## src/rtl/brew_station_arbiter.sv

```systemverilog
// brew_station_arbiter: round-robin owner of one shared brew station.
// Ports: clk, rst (async, active-low); req[NREQ] level requests;
//   cup_ok cup sensor; grant/ack/nak[NREQ] one-hot per requester;
//   cup_drop, pour_valve actuators; busy when not idle.
// All outputs are registered.
module brew_station_arbiter #(
   parameter int NREQ       = 4,
   parameter int CNTW       = 8,
   parameter int CUP_CYC    = 8,
   parameter int CUP_TMO    = 16,
   parameter int POUR_CYC   = 32,
   parameter int SETTLE_CYC = 4
) (
   input  logic            clk,
   input  logic            rst,
   input  logic [NREQ-1:0] req,
   input  logic            cup_ok,
   output logic [NREQ-1:0] grant,
   output logic [NREQ-1:0] ack,
   output logic [NREQ-1:0] nak,
   output logic            cup_drop,
   output logic            pour_valve,
   output logic            busy
);

   localparam int IW = (NREQ > 1) ? $clog2(NREQ) : 1;

   localparam logic [CNTW-1:0] CUP_LD    = CNTW'(CUP_CYC - 1);
   localparam logic [CNTW-1:0] TMO_LD    = CNTW'(CUP_TMO - 1);
   localparam logic [CNTW-1:0] POUR_LD   = CNTW'(POUR_CYC - 1);
   localparam logic [CNTW-1:0] SETTLE_LD = CNTW'(SETTLE_CYC - 1);
   localparam logic [NREQ-1:0] ONE       = NREQ'(1);

   typedef enum logic [2:0] {
      IDLE,
      CUP,
      WAIT_CUP,
      POUR,
      SETTLE,
      DONE,
      ABORT
   } state_t;

   state_t          state_q, state_d;
   logic [CNTW-1:0] cnt_q, cnt_d;
   logic [IW-1:0]   idx_q, idx_d;
   logic [IW-1:0]   ptr_q, ptr_d;
   logic [NREQ-1:0] grant_q, grant_d;
   logic [NREQ-1:0] ack_q, ack_d;
   logic [NREQ-1:0] nak_q, nak_d;
   logic            cup_drop_q, cup_drop_d;
   logic            pour_valve_q, pour_valve_d;
   logic            busy_q, busy_d;

   logic [IW-1:0]   pick_idx;
   logic            pick_hit;
   logic [IW-1:0]   scan;
   logic [IW-1:0]   nxt_ptr;
   logic            cnt_zero;

   // Walk upward from the pointer, wrapping at NREQ-1; first set bit wins.
   always_comb begin
      pick_idx = '0;
      pick_hit = 1'b0;
      scan     = ptr_q;
      for (int i = 0; i < NREQ; i++) begin
         if (!pick_hit && req[scan]) begin
            pick_hit = 1'b1;
            pick_idx = scan;
         end
         scan = (scan == IW'(NREQ - 1)) ? '0 : scan + IW'(1);
      end
   end

   assign nxt_ptr  = (idx_q == IW'(NREQ - 1)) ? '0 : idx_q + IW'(1);
   assign cnt_zero = (cnt_q == '0);

   always_comb begin
      state_d = state_q;
      cnt_d   = cnt_q;
      idx_d   = idx_q;
      ptr_d   = ptr_q;
      case (state_q)
         IDLE: begin
            if (pick_hit) begin
               state_d = CUP;
               idx_d   = pick_idx;
               cnt_d   = CUP_LD;
            end
         end
         CUP: begin
            if (cnt_zero) begin
               state_d = WAIT_CUP;
               cnt_d   = TMO_LD;
            end else begin
               cnt_d = cnt_q - CNTW'(1);
            end
         end
         WAIT_CUP: begin
            if (cup_ok) begin
               state_d = POUR;
               cnt_d   = POUR_LD;
            end else if (cnt_zero) begin
               state_d = ABORT;
            end else begin
               cnt_d = cnt_q - CNTW'(1);
            end
         end
         POUR: begin
            // A vanished cup wins over a finishing pour count.
            if (!cup_ok) begin
               state_d = ABORT;
               cnt_d   = '0;
            end else if (cnt_zero) begin
               state_d = SETTLE;
               cnt_d   = SETTLE_LD;
            end else begin
               cnt_d = cnt_q - CNTW'(1);
            end
         end
         SETTLE: begin
            if (cnt_zero) begin
               state_d = DONE;
            end else begin
               cnt_d = cnt_q - CNTW'(1);
            end
         end
         DONE: begin
            state_d = IDLE;
            ptr_d   = nxt_ptr;
         end
         ABORT: begin
            state_d = IDLE;
            ptr_d   = nxt_ptr;
         end
         default: begin
            state_d = IDLE;
            cnt_d   = '0;
            idx_d   = '0;
         end
      endcase
   end

   // Outputs are decoded from the next state so they land in flops.
   always_comb begin
      grant_d      = '0;
      ack_d        = '0;
      nak_d        = '0;
      cup_drop_d   = 1'b0;
      pour_valve_d = 1'b0;
      busy_d       = (state_d != IDLE);
      case (state_d)
         CUP: begin
            grant_d    = ONE << idx_d;
            cup_drop_d = 1'b1;
         end
         WAIT_CUP: grant_d = ONE << idx_d;
         POUR: begin
            grant_d      = ONE << idx_d;
            pour_valve_d = 1'b1;
         end
         SETTLE: grant_d = ONE << idx_d;
         DONE: begin
            grant_d = ONE << idx_d;
            ack_d   = ONE << idx_d;
         end
         ABORT: begin
            grant_d = ONE << idx_d;
            nak_d   = ONE << idx_d;
         end
         default: begin
            grant_d = '0;
         end
      endcase
   end

   always_ff @(posedge clk or negedge rst) begin
      if (!rst) begin
         state_q      <= IDLE;
         cnt_q        <= '0;
         idx_q        <= '0;
         ptr_q        <= '0;
         grant_q      <= '0;
         ack_q        <= '0;
         nak_q        <= '0;
         cup_drop_q   <= 1'b0;
         pour_valve_q <= 1'b0;
         busy_q       <= 1'b0;
      end else begin
         state_q      <= state_d;
         cnt_q        <= cnt_d;
         idx_q        <= idx_d;
         ptr_q        <= ptr_d;
         grant_q      <= grant_d;
         ack_q        <= ack_d;
         nak_q        <= nak_d;
         cup_drop_q   <= cup_drop_d;
         pour_valve_q <= pour_valve_d;
         busy_q       <= busy_d;
      end
   end

   assign grant      = grant_q;
   assign ack        = ack_q;
   assign nak        = nak_q;
   assign cup_drop   = cup_drop_q;
   assign pour_valve = pour_valve_q;
   assign busy       = busy_q;

endmodule

```

## config.mk

```make
export PLATFORM = sky130hd
export DESIGN_NAME = brew_station_arbiter
export DESIGN_NICKNAME = d
export VERILOG_FILES = /design/src/rtl/brew_station_arbiter.sv
export SDC_FILE = /design/constraint.sdc
export NUM_CORES = 1
export LEC_CHECK = 0
export BUFFER_PORTS_ARGS = -buffer_cell sky130_fd_sc_hd__buf_2
export CAP_MARGIN = 20
export CORE_MARGIN = 10
export CORE_UTILIZATION = 30
export CTS_CLUSTER_SIZE = 12
export DETAILED_ROUTE_END_ITERATION = 8
export PLACE_DENSITY = 0.47
export SETUP_SLACK_MARGIN = 0.3
export SYNTH_ARGS = -nofsm -noshare
export SYNTH_HDL_FRONTEND = slang
export SYNTH_SLANG_ARGS = --single-unit
```

## constraint.sdc

```tcl
create_clock -name clk -period 5.19 [get_ports clk]
set_input_delay 0 -clock clk [delete_from_list [all_inputs] [get_ports clk]]
set_output_delay 0 -clock clk [all_outputs]
set_load 0.05 [all_outputs]
```

# After elaboration in Yosys (flattened, before gate mapping)
# Cells that the tools add are included.
# Widths: inputs -> output; s select.
dict set report totals {
  regBits 30
  out_inout_bits 15
  elab_cells 93
}
dict set report classes {
  add_sub_neg 5
  order_cmp 4
  n_eq_ne 17
  n_shift 1
  n_mux 42
  bitwise 1
  reduce_logical 13
}
# op n
set op_table {}
lappend op_table {{$mux 8} 6}
lappend op_table {{$pmux 8 s6} 1}
lappend op_table {{$mux 3} 7}
lappend op_table {{$eq 3x3->1 const B} 6}
lappend op_table {{$mux 2} 9}
lappend op_table {{$pmux 3 s5} 1}
lappend op_table {{$eq 3x2->1 const B} 4}
lappend op_table {{$lt 2x3->1 const B} 4}
lappend op_table {{$mux 4} 3}
lappend op_table {{$reduce_or 6->1} 2}
lappend op_table {{$mux 1} 10}
lappend op_table {{$add 2x1->2 const B} 4}
lappend op_table {{$bmux 1 s2} 4}
lappend op_table {{$eq 2x2->1 const B} 4}
lappend op_table {{$logic_not 8->1} 1}
lappend op_table {{$sub 8x1->8 const B} 1}
lappend op_table {{$eq 3x1->1 const B} 2}
lappend op_table {{$pmux 2 s2} 1}
lappend op_table {{$shl 1x2->4 const A} 1}
lappend op_table {{$logic_and 1x1->1} 3}
lappend op_table {{$logic_not 1->1} 3}
lappend op_table {{$logic_not 3->1} 1}
lappend op_table {{$reduce_bool 3->1} 1}
lappend op_table {{$ne 2x2->1 const B} 1}
lappend op_table {{3 further kinds} 3}

# Depth between registers and ports, before layout
dict set report logic_depth {
  depth_word 17
  ltp_mapped 9
  depth_no_buf 9
}

# Worst setup path after synthesis
# Ideal clock, no wire load.
dict set report synth_timing {
  path_kind {register to register}
  from {reg cnt_q[0]}
  to {reg cnt_q[0]}
  setup_ns 0.076
  t_arrival_ns 2.132
  setup_slack_ns 2.982
  path_stages_with_launch 10
  path_buffers 0
  period_less_slack_ns 2.208
  path_cell_list {dfrtp_1 > inv_1 > ha_1 > or3b_4 > nor3_4 > inv_2 > ha_1 > a21oi_1 > a221o_1 > o21ai_1}
}
dict set report synth_between {
  elab_chain_cells 4
  elab_cells_between_ends 8
  cone_classes {add/sub: 1; mux: 6; reduce/logical: 1}
}
# item line_no
set synth_rtl {}
lappend synth_rtl {{start: declaration} 45} ;# logic [CNTW-1:0] cnt_q, cnt_d;
lappend synth_rtl {{start signal: assignment} 191} ;# cnt_q <= cnt_d;
lappend synth_rtl {{$sub 8x1->8 / $logic_not 8->1 (equally long branches)} --}
lappend synth_rtl {{$mux 8, on equally long branches} {114, 103, 122}}
lappend synth_rtl {{$mux 8, on equally long branches} {111, 100}}
lappend synth_rtl {{$pmux 8 s6 *} 83} ;# case (state_q)
# Mark *: on every way between the ends. The rest lies on a longest branch, timed or not.
# A chain may end at the register's enable or synchronous reset.

# Worst setup path after layout
dict set report layout_timing {
  from {reg ptr_q[0]}
  to {reg nak_q[3] (netlist: nak[3])}
}
dict set report layout_between {
  elab_chain_cells 16
  elab_cells_between_ends 38
  cone_classes {add/sub: 3; eq/ne: 4; shift: 1; mux: 24; reduce/logical: 6}
}
# item line_no
set layout_rtl {}
lappend layout_rtl {{start: declaration} 47} ;# logic [IW-1:0] ptr_q, ptr_d;
lappend layout_rtl {{start signal: assignment} 193} ;# ptr_q <= ptr_d;
lappend layout_rtl {{branches (longest 15 deep; another with $add 2x1->2)} --}
lappend layout_rtl {{$mux 4 *} 152} ;# case (state_d)
lappend layout_rtl {{named net nak_d[3]} 50} ;# logic [NREQ-1:0] nak_q, nak_d;
lappend layout_rtl {{end signal: assignment} 196} ;# nak_q <= nak_d;
lappend layout_rtl {{end: declaration} 50}
# Mark *: on every way through the listed nets, which the timed path passes. The select of a mux whose other input is x is not followed.

==> out/metrics.cfg <==
[grt]
gr-total-overflow = 0
gr-usage-all-layers_pct = 9.23
grt_start_max_net_pins = 31
grt_pass1_vias = 1483
grt_pass1_wl_um = 7580
grt_antenna_before_repair = 0

[floorplan]
coreArea_mm2 = 0.00603
ios = 22
die-area_mm2 = 0.00991
start_util_pct = 31.5
rows = 28
die_x_um = 99.5
die_y_um = 99.5

[cells_and_area]
synthToLayoutAreaGrowth_pct = 15.6
drive_gt1_share_pct = 23.7
nets = 229
num_antenna_cells = 0
final_common_cell = dfrtp_1
layout_common_cells = 30 x dfrtp_1, 21 x buf_2, 18 x nand2_1, 12 x nor2_1
utilization_pct = 36.4

[cts]
ctsResizeCount = 0
cts_buffers = 5
clk_pin_slew_worst_paths_ns = 0.07
cts_hold_buf = 1
htree_levels = 2
insertion_delay_ns = 0.29
tritoncts = yes
root_buffer = clkbuf_8
clk_path_buf_depth = 2
post_cts_buffers = 0
clock-sinks = 30

[job]
cap_violations = 0

[drt]
viasPerCell = 5.23
via_count = 1538
wl_um = 4580
first_pass_iters = 4
drt_first_iter_violations = 68
ant_nets = 0
drt-wirelength-per-cell_um = 15.6
drc = 0

[placement]
port_buffers = 21
gp_congestion = 0.775
dp_slack_ns = 2.62
dpl.hpwl_um = 3210

[yosys]
synth_edf_count = 0
netlist_area_mm2 = 0.00190
async_reset_ff_share_pct = 100
synth_cell_types = 63
postSynthCellCount = 200
synth_ff_type = dfrtp_1
syn_nets = 211
seq_area_frac_synth_pct = 39.6
synth-seq-cells = 30
synth_warnings = 0
avgSynthCellArea_um2 = 9.49

[worst_setup_path]
end_kind = flop
worstPathArrival_ns = 2.81
cp-startpoint = ptr_q[0]$_DFFE_PN0N_
rr_endpoint = nak[3]$_DFF_PN0_
critPathLaunchType = flop
crit_path_end = nak[3]$_DFF_PN0_
critical_path_class = flop to flop
worstPathRequired_ns = 5.40
reg2reg_depth = 6
reg2reg_slack_ns = 2.59
cp_max_fo = 13
r2r-start = ptr_q[0]$_DFFE_PN0N_

[timing]
grt_setup_unrepaired = no
report.final.slew_viol_count = 0
period_share_pct = 50.0
fin_crit_ns = 2.60
maxSlewHeadroom_pct = 52.6
setup_tns_ns = 0
fmax_ghz = 0.385
setup_slack_ns = 2.59
hold_violations = 0
clock-skew-final_ns = 0.0111
tightest_slew_ns = 0.711
setup_viol = 0

[power]
ir_drop_v = 0.000216
p_clk_share_pct = 20.8
leakage_nw = 0.964
power_frac_comb_pct = 49.9
p_int_uw = 800
seq_power_share_pct = 29.3
switchingPower_uw = 640
p_per_area_mw_per_mm2 = 656
netSwitchingFraction_pct = 44.5

[outcome]
status = finished, final reports clean

[min_path]
hp-class = input pin to flop

-- critical path: stages (launching register included) --
cell and delay (ns):
dfrtp_1 0.53, ha_1 0.48, nand2b_1 0.21, a32oi_2 0.33
o21ai_0 0.16, a21oi_2 0.54, nor3b_2 0.27
-- worst min path at each step --
stage	slack (ns)	end	cells past startpoint	startpoint
floorplan	-0.30	ack[0]$_DFF_PN0_	0	rst
global route	0.11	pour_valve$_DFF_PN0_	3	cup_ok
detailed placement	0.09	nak[2]$_DFF_PN0_	1	rst
global placement	0.09	nak[2]$_DFF_PN0_	1	rst
finish	0.08	pour_valve$_DFF_PN0_	3	cup_ok
CTS	0.08	pour_valve$_DFF_PN0_	3	cup_ok
-- through the flow --
step	hold WS (ns)	instances	instance area [um2]	power, mW
3_5_place_dp	0.0894	285	2040	1.14
4_1_cts	0.0831	294	2190	1.45
5_1_grt	0.109	294	2190	1.54
3_3_place_gp	0.0895	285	2040	1.15
2_1_floorplan	-0.296	200	1900	1.01
6_report	0.0837	294	2190	1.44
-- cells in the mapped netlist, types with 2 or more instances --
cell | instances | area [um2]
dfrtp_1 | 30 | 751
nand2_1 | 18 | 67.6
nor2_1 | 12 | 45.0
a21oi_1 | 10 | 50.1
inv_1 | 10 | 37.5
o21ai_1 | 7 | 35.0
and2_1 | 6 | 37.5
clkbuf_1 | 6 | 22.5
and3_1 | 5 | 31.3
nor3_1 | 5 | 25.0
nor3_2 | 5 | 50.1
nor4_1 | 5 | 31.3
ha_1 | 4 | 50.1
nand2b_1 | 4 | 25.0
buf_2 | 3 | 15.0
nand3_1 | 3 | 15.0
nor2b_1 | 3 | 18.8
o21ai_0 | 3 | 15.0
o22ai_1 | 3 | 18.8
a211oi_1 | 2 | 15.0
a21oi_2 | 2 | 17.5
a221o_1 | 2 | 20.0
a22oi_1 | 2 | 15.0
inv_2 | 2 | 7.51
mux2i_1 | 2 | 20.0
nand3b_1 | 2 | 15.0
nor4_2 | 2 | 25.0
o211ai_1 | 2 | 15.0
o31ai_1 | 2 | 15.0
o32a_1 | 2 | 20.0
or3_1 | 2 | 12.5
xnor2_1 | 2 | 17.5
xor2_1 | 2 | 17.5
-- registers in the layout (all words and copies together), names as in the netlist --
register and count:
cup_drop 1, state_q 3, pour_valve 1, nak 4
ptr_q 2, idx_q 2, ack 4, cnt_q 8
busy 1, grant 4
-- per-layer routing --
layer	vias to the layer above	routed length, um	global-route usage (%)	part of all wire, %
met1	745	2270	12.2	50
met4	0	57	3.53	1.2
met3	8	118	2.08	2.6
met5	-	0	0	0
met2	17	2120	14.2	46
li1	768	-	-	-
-- cell families after synthesis --
kind of cell	synth area share [%]
adders and majority gates	3.16
muxes	3.56
DFF	39.6
and+or+nand+nor	25.9
AOI/OAI and AO/OA	20.6
xor gates and xnor gates	1.85
buffers and inverters	5.34
-- area by class of cell --
cell class / count / area, um2
fillers: 635 / 3830
multi-input cells: 147 / 1050
flip-flops and latches: 30 / 751
repair buffers: 22 / 115
well taps: 75 / 93.8
clock buffers: 6 / 82.6
clock inverters: 2 / 60.1
inverters: 12 / 45.0
-- power by group through the flow --
stage                     Sequential [mW]  Combinational [mW]  Clock (mW)
after floorplan                     0.442               0.567           0
after global placement              0.427               0.725           0
after detailed placement            0.425               0.717           0
after CTS                           0.420               0.724       0.307
after global routing                0.434               0.788       0.316
final                               0.421               0.719       0.300
Power figures use the tool's default switching activity.
